--- config.mk ---
export PLATFORM = sky130hd
export DESIGN_NAME = robot_motion_sched
export DESIGN_NICKNAME = d
export VERILOG_FILES = /design/src/rtl/robot_pkg.sv /design/src/rtl/robot_cmd_fifo.sv /design/src/rtl/robot_motion_sched.sv
export SDC_FILE = /design/constraint.sdc
export NUM_CORES = 1
export LEC_CHECK = 0
export BUFFER_PORTS_ARGS = -buffer_cell sky130_fd_sc_hd__buf_2
export CORE_MARGIN = 1.5
export CORE_UTILIZATION = 58
export DETAILED_ROUTE_END_ITERATION = 8
export GPL_ROUTABILITY_DRIVEN = 0
export GPL_TIMING_DRIVEN = 0
export MAX_ROUTING_LAYER = met4
export PLACE_DENSITY_LB_ADDON = 0.15
export SLEW_MARGIN = 25
export SYNTH_ARGS = -nofsm -noshare
export SYNTH_HDL_FRONTEND = slang
export SYNTH_HIERARCHICAL = 1
export SYNTH_SLANG_ARGS = --single-unit
--- constraint.sdc ---
create_clock -name clock -period 5 [get_ports clock]
set_input_delay 1 -clock clock [delete_from_list [all_inputs] [get_ports clock]]
set_output_delay 1 -clock clock [all_outputs]
set_load 0.1 [all_outputs]
--- src/rtl/robot_pkg.sv ---
// rtl/robot_pkg.sv - opcode, FSM state and depth definitions for the motion scheduler
package robot_pkg;

  localparam int SCHED_DEPTH = 4;

  typedef enum logic [1:0] {
    OP_FRONT  = 2'b00,
    OP_TURN   = 2'b01,
    OP_REMOVE = 2'b10
  } op_t;

  typedef enum logic [1:0] {
    IDLE  = 2'b00,
    RUN   = 2'b01,
    DRAIN = 2'b10,
    DONE  = 2'b11
  } state_t;

  // True when two or more request bits are set at once.
  function automatic logic multi_hot(input logic [2:0] c);
    return (c & (c - 3'd1)) != 3'd0;
  endfunction

endpackage

--- src/rtl/robot_cmd_fifo.sv ---
// rtl/robot_cmd_fifo.sv - small FIFO holding pending actuator opcodes
module robot_cmd_fifo #(
  parameter int DEPTH = 4,
  parameter int WIDTH = 2,
  localparam int AW = $clog2(DEPTH),
  localparam int CW = $clog2(DEPTH + 1)
) (
  input  logic             clock,
  input  logic             reset,
  input  logic             push,
  input  logic [WIDTH-1:0] wr_data,
  input  logic             pop,
  output logic [WIDTH-1:0] rd_data,
  output logic             full,
  output logic             empty,
  output logic [CW-1:0]    count
);

  logic [WIDTH-1:0] mem [DEPTH];
  logic [AW-1:0]    rptr;
  logic [AW-1:0]    wptr;
  logic             do_push;
  logic             do_pop;

  assign full    = (count == CW'(DEPTH));
  assign empty   = (count == '0);
  // A full queue refuses a push even if the head leaves in the same cycle.
  assign do_push = push && !full;
  assign do_pop  = pop && !empty;
  assign rd_data = mem[rptr];

  always_ff @(posedge clock or negedge reset) begin
    if (!reset) begin
      rptr  <= '0;
      wptr  <= '0;
      count <= '0;
    end else begin
      if (do_push) wptr <= (wptr == AW'(DEPTH - 1)) ? '0 : wptr + 1'b1;
      if (do_pop)  rptr <= (rptr == AW'(DEPTH - 1)) ? '0 : rptr + 1'b1;
      case ({do_push, do_pop})
        2'b10:   count <= count + 1'b1;
        2'b01:   count <= count - 1'b1;
        default: count <= count;
      endcase
    end
  end

  always_ff @(posedge clock) begin
    if (do_push) mem[wptr] <= wr_data;
  end

endmodule

--- src/rtl/robot_motion_sched.sv ---
// rtl/robot_motion_sched.sv - budgeted robot command scheduler; ROBOT_SCHED_STATS_EN adds transfer counters
module robot_motion_sched
  import robot_pkg::*;
(
  input  logic       clock,
  input  logic       reset,
  input  logic       start,
  input  logic [8:0] budget,
  input  logic       cmd_front,
  input  logic       cmd_turn,
  input  logic       cmd_remove,
  output logic       stall,
  output logic       act_valid,
  output logic [1:0] act_op,
  input  logic       act_ack,
  output logic       trash_cleared,
  output logic [8:0] moves_left,
  output logic       mission_done,
  output logic       cmd_err
`ifdef ROBOT_SCHED_STATS_EN
  ,
  output logic [15:0] stat_front,
  output logic [15:0] stat_turn,
  output logic [15:0] stat_remove
`endif
);

  state_t     state;
  state_t     state_nx;
  logic [2:0] cmds;
  op_t        cmd_op;
  logic       accept;
  logic       load;
  logic       pop;
  logic [1:0] head;
  logic       empty;
  logic [2:0] count;
  logic [1:0] remove_run;

  assign cmds   = {cmd_remove, cmd_turn, cmd_front};
  assign load   = start && (state == IDLE || state == DONE);
  assign accept = (state == RUN) && (cmds != 3'd0) && !multi_hot(cmds)
                  && !stall && (moves_left != 9'd0);
  assign pop    = act_valid && act_ack;
  assign act_op = act_valid ? head : 2'b00;
  assign mission_done = (state == DONE);

  always_comb begin
    cmd_op = OP_FRONT;
    if (cmd_turn)   cmd_op = OP_TURN;
    if (cmd_remove) cmd_op = OP_REMOVE;
  end

  robot_cmd_fifo #(.DEPTH(SCHED_DEPTH), .WIDTH(2)) u_fifo (
    .clock   (clock),
    .reset   (reset),
    .push    (accept),
    .wr_data (cmd_op),
    .pop     (pop),
    .rd_data (head),
    .full    (stall),
    .empty   (empty),
    .count   (count)
  );

  always_comb begin
    state_nx = state;
    case (state)
      IDLE, DONE: if (start) state_nx = (budget == 9'd0) ? DRAIN : RUN;
      RUN:        if (moves_left == 9'd0) state_nx = DRAIN;
      DRAIN:      if (empty && !act_valid) state_nx = DONE;
      default:    state_nx = IDLE;
    endcase
  end

  always_ff @(posedge clock or negedge reset) begin
    if (!reset) begin
      state         <= IDLE;
      moves_left    <= 9'd0;
      cmd_err       <= 1'b0;
      act_valid     <= 1'b0;
      trash_cleared <= 1'b0;
      remove_run    <= 2'd0;
    end else begin
      state         <= state_nx;
      trash_cleared <= 1'b0;
      if (load)        moves_left <= budget;
      else if (accept) moves_left <= moves_left - 9'd1;
      if (state == RUN && multi_hot(cmds)) cmd_err <= 1'b1;
      // Head is shown one cycle after it lands; later entries follow back-to-back.
      act_valid <= (count > 3'(pop));
      if (pop) begin
        if (head == OP_REMOVE) begin
          if (remove_run == 2'd2) begin
            remove_run    <= 2'd0;
            trash_cleared <= 1'b1;
          end else begin
            remove_run <= remove_run + 2'd1;
          end
        end else begin
          remove_run <= 2'd0;
        end
      end
    end
  end

`ifdef ROBOT_SCHED_STATS_EN
  always_ff @(posedge clock or negedge reset) begin
    if (!reset) begin
      stat_front  <= 16'd0;
      stat_turn   <= 16'd0;
      stat_remove <= 16'd0;
    end else if (load) begin
      stat_front  <= 16'd0;
      stat_turn   <= 16'd0;
      stat_remove <= 16'd0;
    end else if (pop) begin
      if (head == OP_FRONT  && stat_front  != 16'hFFFF) stat_front  <= stat_front + 16'd1;
      if (head == OP_TURN   && stat_turn   != 16'hFFFF) stat_turn   <= stat_turn + 16'd1;
      if (head == OP_REMOVE && stat_remove != 16'hFFFF) stat_remove <= stat_remove + 16'd1;
    end
  end
`endif

endmodule
==> results of run 1 <==
[metrics by stage]
| step | std cells | hold slack [ns] | area [sq um] | setup WS [ns] | util |
|---|---|---|---|---|---|
| global route | 231 | 0.512 | 2060 | 1.59 | 0.687 |
| detailed placement | 223 | 0.454 | 2010 | 1.66 | 0.670 |
| floorplan | 159 | 0.456 | 1820 | 1.60 | - |
| global placement | 223 | 0.444 | 2010 | 1.79 | 0.670 |
| finish | 231 | 0.468 | 2060 | 1.76 | 0.687 |
| CTS | 231 | 0.474 | 2060 | 1.76 | 0.687 |
[final timing paths]
check	from	endpoint	slack, ns	cells past startpoint
min	cmd_err	cmd_err	0.47	1
max in group asynchronous	reset	u_fifo/rptr[1]	4.02	1
min in group asynchronous	reset	moves_left[5]	0.63	1
max	moves_left[5]	u_fifo/count[2]	1.76	12
max reg2reg	moves_left[5]	u_fifo/count[2]	1.76	12
min reg2reg	cmd_err	cmd_err	0.47	1
[flip-flops by register name, indices dropped and copies added, names as in the netlist]
register and flops:
u_fifo/mem 8, u_fifo/count 3, moves_left 9, remove_run 2, u_fifo/wptr 2, trash_cleared 1, act_valid 1, state 2
cmd_err 1, u_fifo/rptr 2
[metal layers]
layer	vias up	track usage	part of all wire
met2	28	0.387	0.51
met1	654	0.278	0.44
li1	655	-	-
met3	6	0.0703	0.039
met5	-	-	0
met4	0	0.0942	0.017
[final cells by class]
| class | instances | area (sq um) |
|---|---|---|
| clock inverters | 1 | 5.00 |
| fillers | 242 | 941 |
| flip-flops and latches | 31 | 816 |
| multi-input cells | 109 | 921 |
| well taps | 33 | 41.3 |
| plain buffers | 2 | 15.0 |
| clock buffers | 7 | 45.0 |
| repair buffers | 31 | 155 |
| inverters | 17 | 63.8 |
[cell families after synthesis]
family	Yosys count	synth area share
AO/OA/AOI/OAI	29	0.126
buffers and inverters	19	0.0434
XOR/XNOR	4	0.0193
multiplexers	9	0.0737
adder cells (fa/ha/maj)	13	0.0923
flip-flops	31	0.449
AND/OR/NAND/NOR	54	0.196
[placed cells by master, fill, tap and decap left out, types with 4 or more instances in the layout]
| master | count |
|---|---|
| sky130_fd_sc_hd__o31ai_1 | 4 |
| sky130_fd_sc_hd__ha_1 | 11 |
| sky130_fd_sc_hd__clkbuf_4 | 5 |
| sky130_fd_sc_hd__nand2_1 | 9 |
| sky130_fd_sc_hd__edfxtp_1 | 8 |
| sky130_fd_sc_hd__nor2_1 | 11 |
| sky130_fd_sc_hd__inv_1 | 17 |
| sky130_fd_sc_hd__o41ai_1 | 4 |
| sky130_fd_sc_hd__buf_2 | 31 |
| sky130_fd_sc_hd__or4_2 | 4 |
| sky130_fd_sc_hd__o21ai_0 | 7 |
| sky130_fd_sc_hd__and2_2 | 4 |
| sky130_fd_sc_hd__o211ai_1 | 4 |
| sky130_fd_sc_hd__a31oi_1 | 6 |
| sky130_fd_sc_hd__dfrtp_1 | 23 |
==> metrics.md, run 1 <==
| Metric | Value |
|---|---|
| Share of flip-flops with an asynchronous set or reset | 0.742 |
| Via/cell ratio | 5.81 |
| Area enclosed by the die boundary | 3470 sq um |
| Num CTS Buffers | 5 |
| Total of cells resized after clock tree synthesis | 0 |
| Yosys Warn Count | 6 |
| Sum of negative setup slack | 0 ns |
| Slowest library cell on the worst path | sky130_fd_sc_hd__or4_4 |
| Half-perimeter wire length of the detailed placement result | 2670 um |
| Final Routed Wirelength | approximately 3500 um |
| Top achievable clock speed | 309 MHz |
| Count of different cell masters after synthesis | 46 |
| Remaining global-route overflow | 0 |
| Library cell used as clock root buffer | sky130_fd_sc_hd__clkbuf_4 |
| Post-synthesis net count | around 190 |
| Number of DRC violations after detailed-routing iteration 0 | 73 |
| Syn Inst Count | 159 |
| Top cells by area, synth | sky130_fd_sc_hd__dfrtp_1, sky130_fd_sc_hd__edfxtp_1, sky130_fd_sc_hd__ha_1 |
| Via count | 1,343 |
| Number of buffer cells added on primary ports | 31 |
| Number of placed I/O pins | 32 |
| Endpoints failing hold | 0 |
| CTS H-tree lvls | 2 |
| Core box area | 3000 sq um |
| Period utilisation layout | 0.648 |
| Synthesis-to-finish area growth | 13.6% |
| Critical Path Fanout Max | 10 |
| EDFF count, synth | 8 |
| Floorplan row count | 20 |
| Clock Pin Slew Worst Setup and Hold Paths | 0.10 ns |
| CP required | 5.25 ns |
| Starting density of the core | 0.605 |
| Worst clock skew on the final layout | 0.0114 ns |
| CP arrival | 3.49 ns |
| TritonCTS clock tree | yes |
| First-pass GRT wire length | 5970 um |
| Maximum clock path buffer count | 2 |
| Die outline width | 58.9 um |
| Vias in the first global route | ~1,400 |
| Type of the worst setup path | reg -> reg |
| Number of antenna violations at the first check in global routing | 0 |
| Worst setup SP type | register |
| Max Cap Violations | 0 |
| Proportion of netlist area held by the largest area contributor | 0.317 |
| Buffers plus inverters on the worst setup path | 3 |
| Seq/Total Area, Yosys | 0.449 |
| Kind of end point of the critical path | register |
| Nets | around 230 |
| Crit-path cells | or4_4 > o41ai_4 > buf_6 > nor2_1 > nor2b_4 > inv_1 > ha_1 > inv_1 > fa_1 > xor2_1 > nor2_1 > xor2_1 |
| Height of the die | 58.9 um |
| Area of the mapped netlist | 1820 sq um |
| TritonCTS Sinks | 31 |
| Most frequently used flop master after synthesis | sky130_fd_sc_hd__dfrtp_1 |
| Synthesis-stage register bit count | 31 |
| Fraction of layout instances using a drive strength above 1 | 0.338 |
| Post-detailed-route wirelength per cell | 15.1 um |
| GRT Total Usage | 0.239 |
| Total setup buffers inserted after CTS | 0 |
| Most frequent cell after synthesis | sky130_fd_sc_hd__dfrtp_1 |
| Setup-failing EPs final | 0 |
| Max_slew headroom | 0.566 |
| Count of pins over their slew limit | 0 |
| Outcome | finished, final reports clean |
| Count of hold buffers inserted by post-cts repair | 0 |
| Maximum number of pins on one net before global-route repair | 24 |
| Minimum period implied by the final worst setup slack | 3.24 ns |
| Cell type with the highest aggregate area in the netlist | sky130_fd_sc_hd__dfrtp_1 |
| Delay-heaviest family, CP | simple AND/OR/NAND/NOR gates |
| Slew at the pin with the worst max-slew slack | 0.644 ns |
| Post-Synthesis Mean Instance Area | roughly 11 sq um |
| RSZ-0062 raised after global routing | false |
| Antenna diode instance count | 0 |
| Delay contributed by the slowest stage of the critical path | 0.59 ns |
| Post-route ant nets | 0 |
| DR DRC count | 0 |
| Most common library cells after synthesis | sky130_fd_sc_hd__dfrtp_1, sky130_fd_sc_hd__inv_1, sky130_fd_sc_hd__ha_1, sky130_fd_sc_hd__nor2_1, sky130_fd_sc_hd__nand2_1 |
| Worst-Skew Late Latency | 0.33 ns |
| Worst min-delay path category | reg -> reg |
| Length of the first detailed-routing pass in iterations | 4 |
Power of run 1 is not shown: default switching activity piles up to over one toggle a cycle in this logic, so the estimate is an artifact.
==> run 2: changes to the inputs <==
CORE_UTILIZATION = 50   (was 58)
clock period = 2.9 ns   (was 5 ns; I/O delays follow)
==> run 2 against run 1 <==
Effect of this change:
- fmax grew 12%
- critical path depth unchanged
- non-clock buffer count increased by 5
- count of clock-buffer cells in the layout is 2 lower
- register-to-register slack got worse by 1.8 ns
- die area grew 15%
- the run now ends with setup timing left
==> metrics.md, run 2 (same netlist as run 1, synthesis figures left out) <==
| Metric | Value |
|---|---|
| Area enclosed by the die boundary | 4000 sq um |
| Number of placed I/O pins | 32 |
| Setup-failing EPs final | 1 |
| Post-detailed-route wirelength per cell | 15.7 um |
| Via/cell ratio | about 5.7 |
| Vias in the first global route | approximately 1,400 |
| Nets | 230 |
| GRT Total Usage | 0.214 |
| Number of antenna violations at the first check in global routing | 0 |
| Period utilisation layout | 1.00 |
| Top achievable clock speed | about 340 MHz |
| CP required | between 3 and 4 ns |
| Largest registers in the final layout | moves_left: 9 flops, u_fifo/mem: 8 flops, u_fifo/count: 3 flops |
| Number of buffer cells added on primary ports | 31 |
| Library cell used as clock root buffer | sky130_fd_sc_hd__clkbuf_4 |
| Die outline width | 63.3 um |
| Count of pins over their slew limit | 0 |
| Height of the die | 63.3 um |
| Worst setup SP type | register |
| Synthesis-to-finish area growth | 19.7% |
| Number of DRC violations after detailed-routing iteration 0 | 47 |
| DR DRC count | 0 |
| Starting density of the core | 0.532 |
| Most used cells in the layout excluding fill and tap cells | sky130_fd_sc_hd__buf_2, sky130_fd_sc_hd__dfrtp_1, sky130_fd_sc_hd__inv_1 |
| CP arrival | 3.16 ns |
| Floorplan row count | 21 |
| Cell area after layout | roughly 2200 sq um |
| Max_slew headroom | 0.552 |
| Clock Pin Slew Worst Setup and Hold Paths | roughly 0.10 ns |
| Via count | between 1,000 and 1,500 |
| Type of the worst setup path | reg -> reg |
| Maximum clock path buffer count | 2 |
| Most common cell after layout, fill and taps aside | sky130_fd_sc_hd__buf_2 |
| Critical Path Fanout Max | 5 |
| Antenna diode instance count | 0 |
| Number of cells in the design after placement | 236 |
| Maximum number of pins on one net before global-route repair | 24 |
| Length of the first detailed-routing pass in iterations | 4 |
| TritonCTS Sinks | 31 |
| Post-route ant nets | 0 |
| Post-detailed-placement cell area | 2040 sq um |
| Number of flip-flops under the largest register name | 9 |
| Num CTS Buffers | 5 |
| Max Cap Violations | 0 |
| Worst clock skew on the final layout | roughly 0.013 ns |
| Worst min-delay path category | in -> async |
| TritonCTS clock tree | yes |
| Remaining global-route overflow | 0 |
| Endpoints failing hold | 0 |
| Worst-Skew Late Latency | ~0.33 ns |
| Register with the highest flop count | moves_left |
| Kind of end point of the critical path | register |
| CTS H-tree lvls | 2 |
| First-pass GRT wire length | ~6400 um |
| Fraction of layout instances using a drive strength above 1 | 0.409 |
| Half-perimeter wire length of the detailed placement result | 2760 um |
| Core box area | 3420 sq um |
| Final Routed Wirelength | between 3000 and 4000 um |
| Final cell count without fillers | 249 |
| Minimum period implied by the final worst setup slack | 2.90 ns |
| Violations in the final reports | setup timing |
| Sum of negative setup slack | -0.000686 ns |
| Outcome | complete, but fails checks |
| RSZ-0062 raised after global routing | true |
| Slew at the pin with the worst max-slew slack | around 0.67 ns |
| Final WS setup | -0.000686 ns |
[run 2: repair_timing]
action | CTS | global route
hold buffers | 0 | 0
endpoints found under the hold margin | 0 | 0
pin swaps | 2 | 3
gates resized for setup | 0 | 4
setup buffers | 2 | 3
setup endpoints to repair | 2 | 1
[run 2: cell type report]
class / count / area (sq um)
buffer: 2 / 15.0
sequential: 31 / 825
tap: 46 / 57.6
multi-input combinational: 109 / 943
clock inverter: 3 / 38.8
timing repair buffer: 36 / 193
inverter: 17 / 63.8
clock buffer: 5 / 37.5
fill: 304 / 1240
[run 2: metal layers]
metal | vias to the layer above | track usage | routed length (um)
li1 | 668 | - | -
met1 | 687 | 0.258 | 1700
met2 | 51 | 0.350 | 1910
met3 | 9 | 0.0429 | 210
met4 | 0 | 0.0951 | 75
met5 | - | - | 0
[run 2: through the flow]
step	hold slack, ns	setup WS (ns)	util
after floorplan	0.284	-0.279	-
after global placement	0.450	-0.289	0.598
after detailed placement	0.465	-0.304	0.598
after CTS	0.212	0.0153	0.625
after global routing	0.232	-0.101	0.636
final	0.207	-0.000686	0.636
[run 2: worst max-delay path, stage by stage, from the launching register on]
cell	delay (ns)
sky130_fd_sc_hd__dfrtp_4	0.50
sky130_fd_sc_hd__or4_4	0.58
sky130_fd_sc_hd__o41ai_4	0.41
sky130_fd_sc_hd__buf_6	0.17
sky130_fd_sc_hd__nor2_4	0.03
sky130_fd_sc_hd__nor2b_4	0.16
sky130_fd_sc_hd__inv_2	0.08
sky130_fd_sc_hd__ha_4	0.13
sky130_fd_sc_hd__inv_2	0.04
sky130_fd_sc_hd__fa_2	0.32
sky130_fd_sc_hd__xor2_1	0.14
sky130_fd_sc_hd__nor2_1	0.11
sky130_fd_sc_hd__xor2_1	0.16
[run 2: worst paths after layout]
| check | startpoint | endpoint | slack [ns] | cells past startpoint |
|---|---|---|---|---|
| min in group clock | budget[8] | moves_left[8] | 0.47 | 3 |
| worst max register to register | moves_left[5] | u_fifo/count[2] | -0.0007 | 12 |
| worst min-delay path | reset | u_fifo/count[0] | 0.21 | 1 |
| max in group asynchronous | reset | moves_left[5] | 2.29 | 1 |
| worst max-delay path | moves_left[5] | u_fifo/count[2] | -0.0007 | 12 |
| worst min register to register | cmd_err | cmd_err | 0.48 | 1 |
Power of run 2 is left out for the same reason.
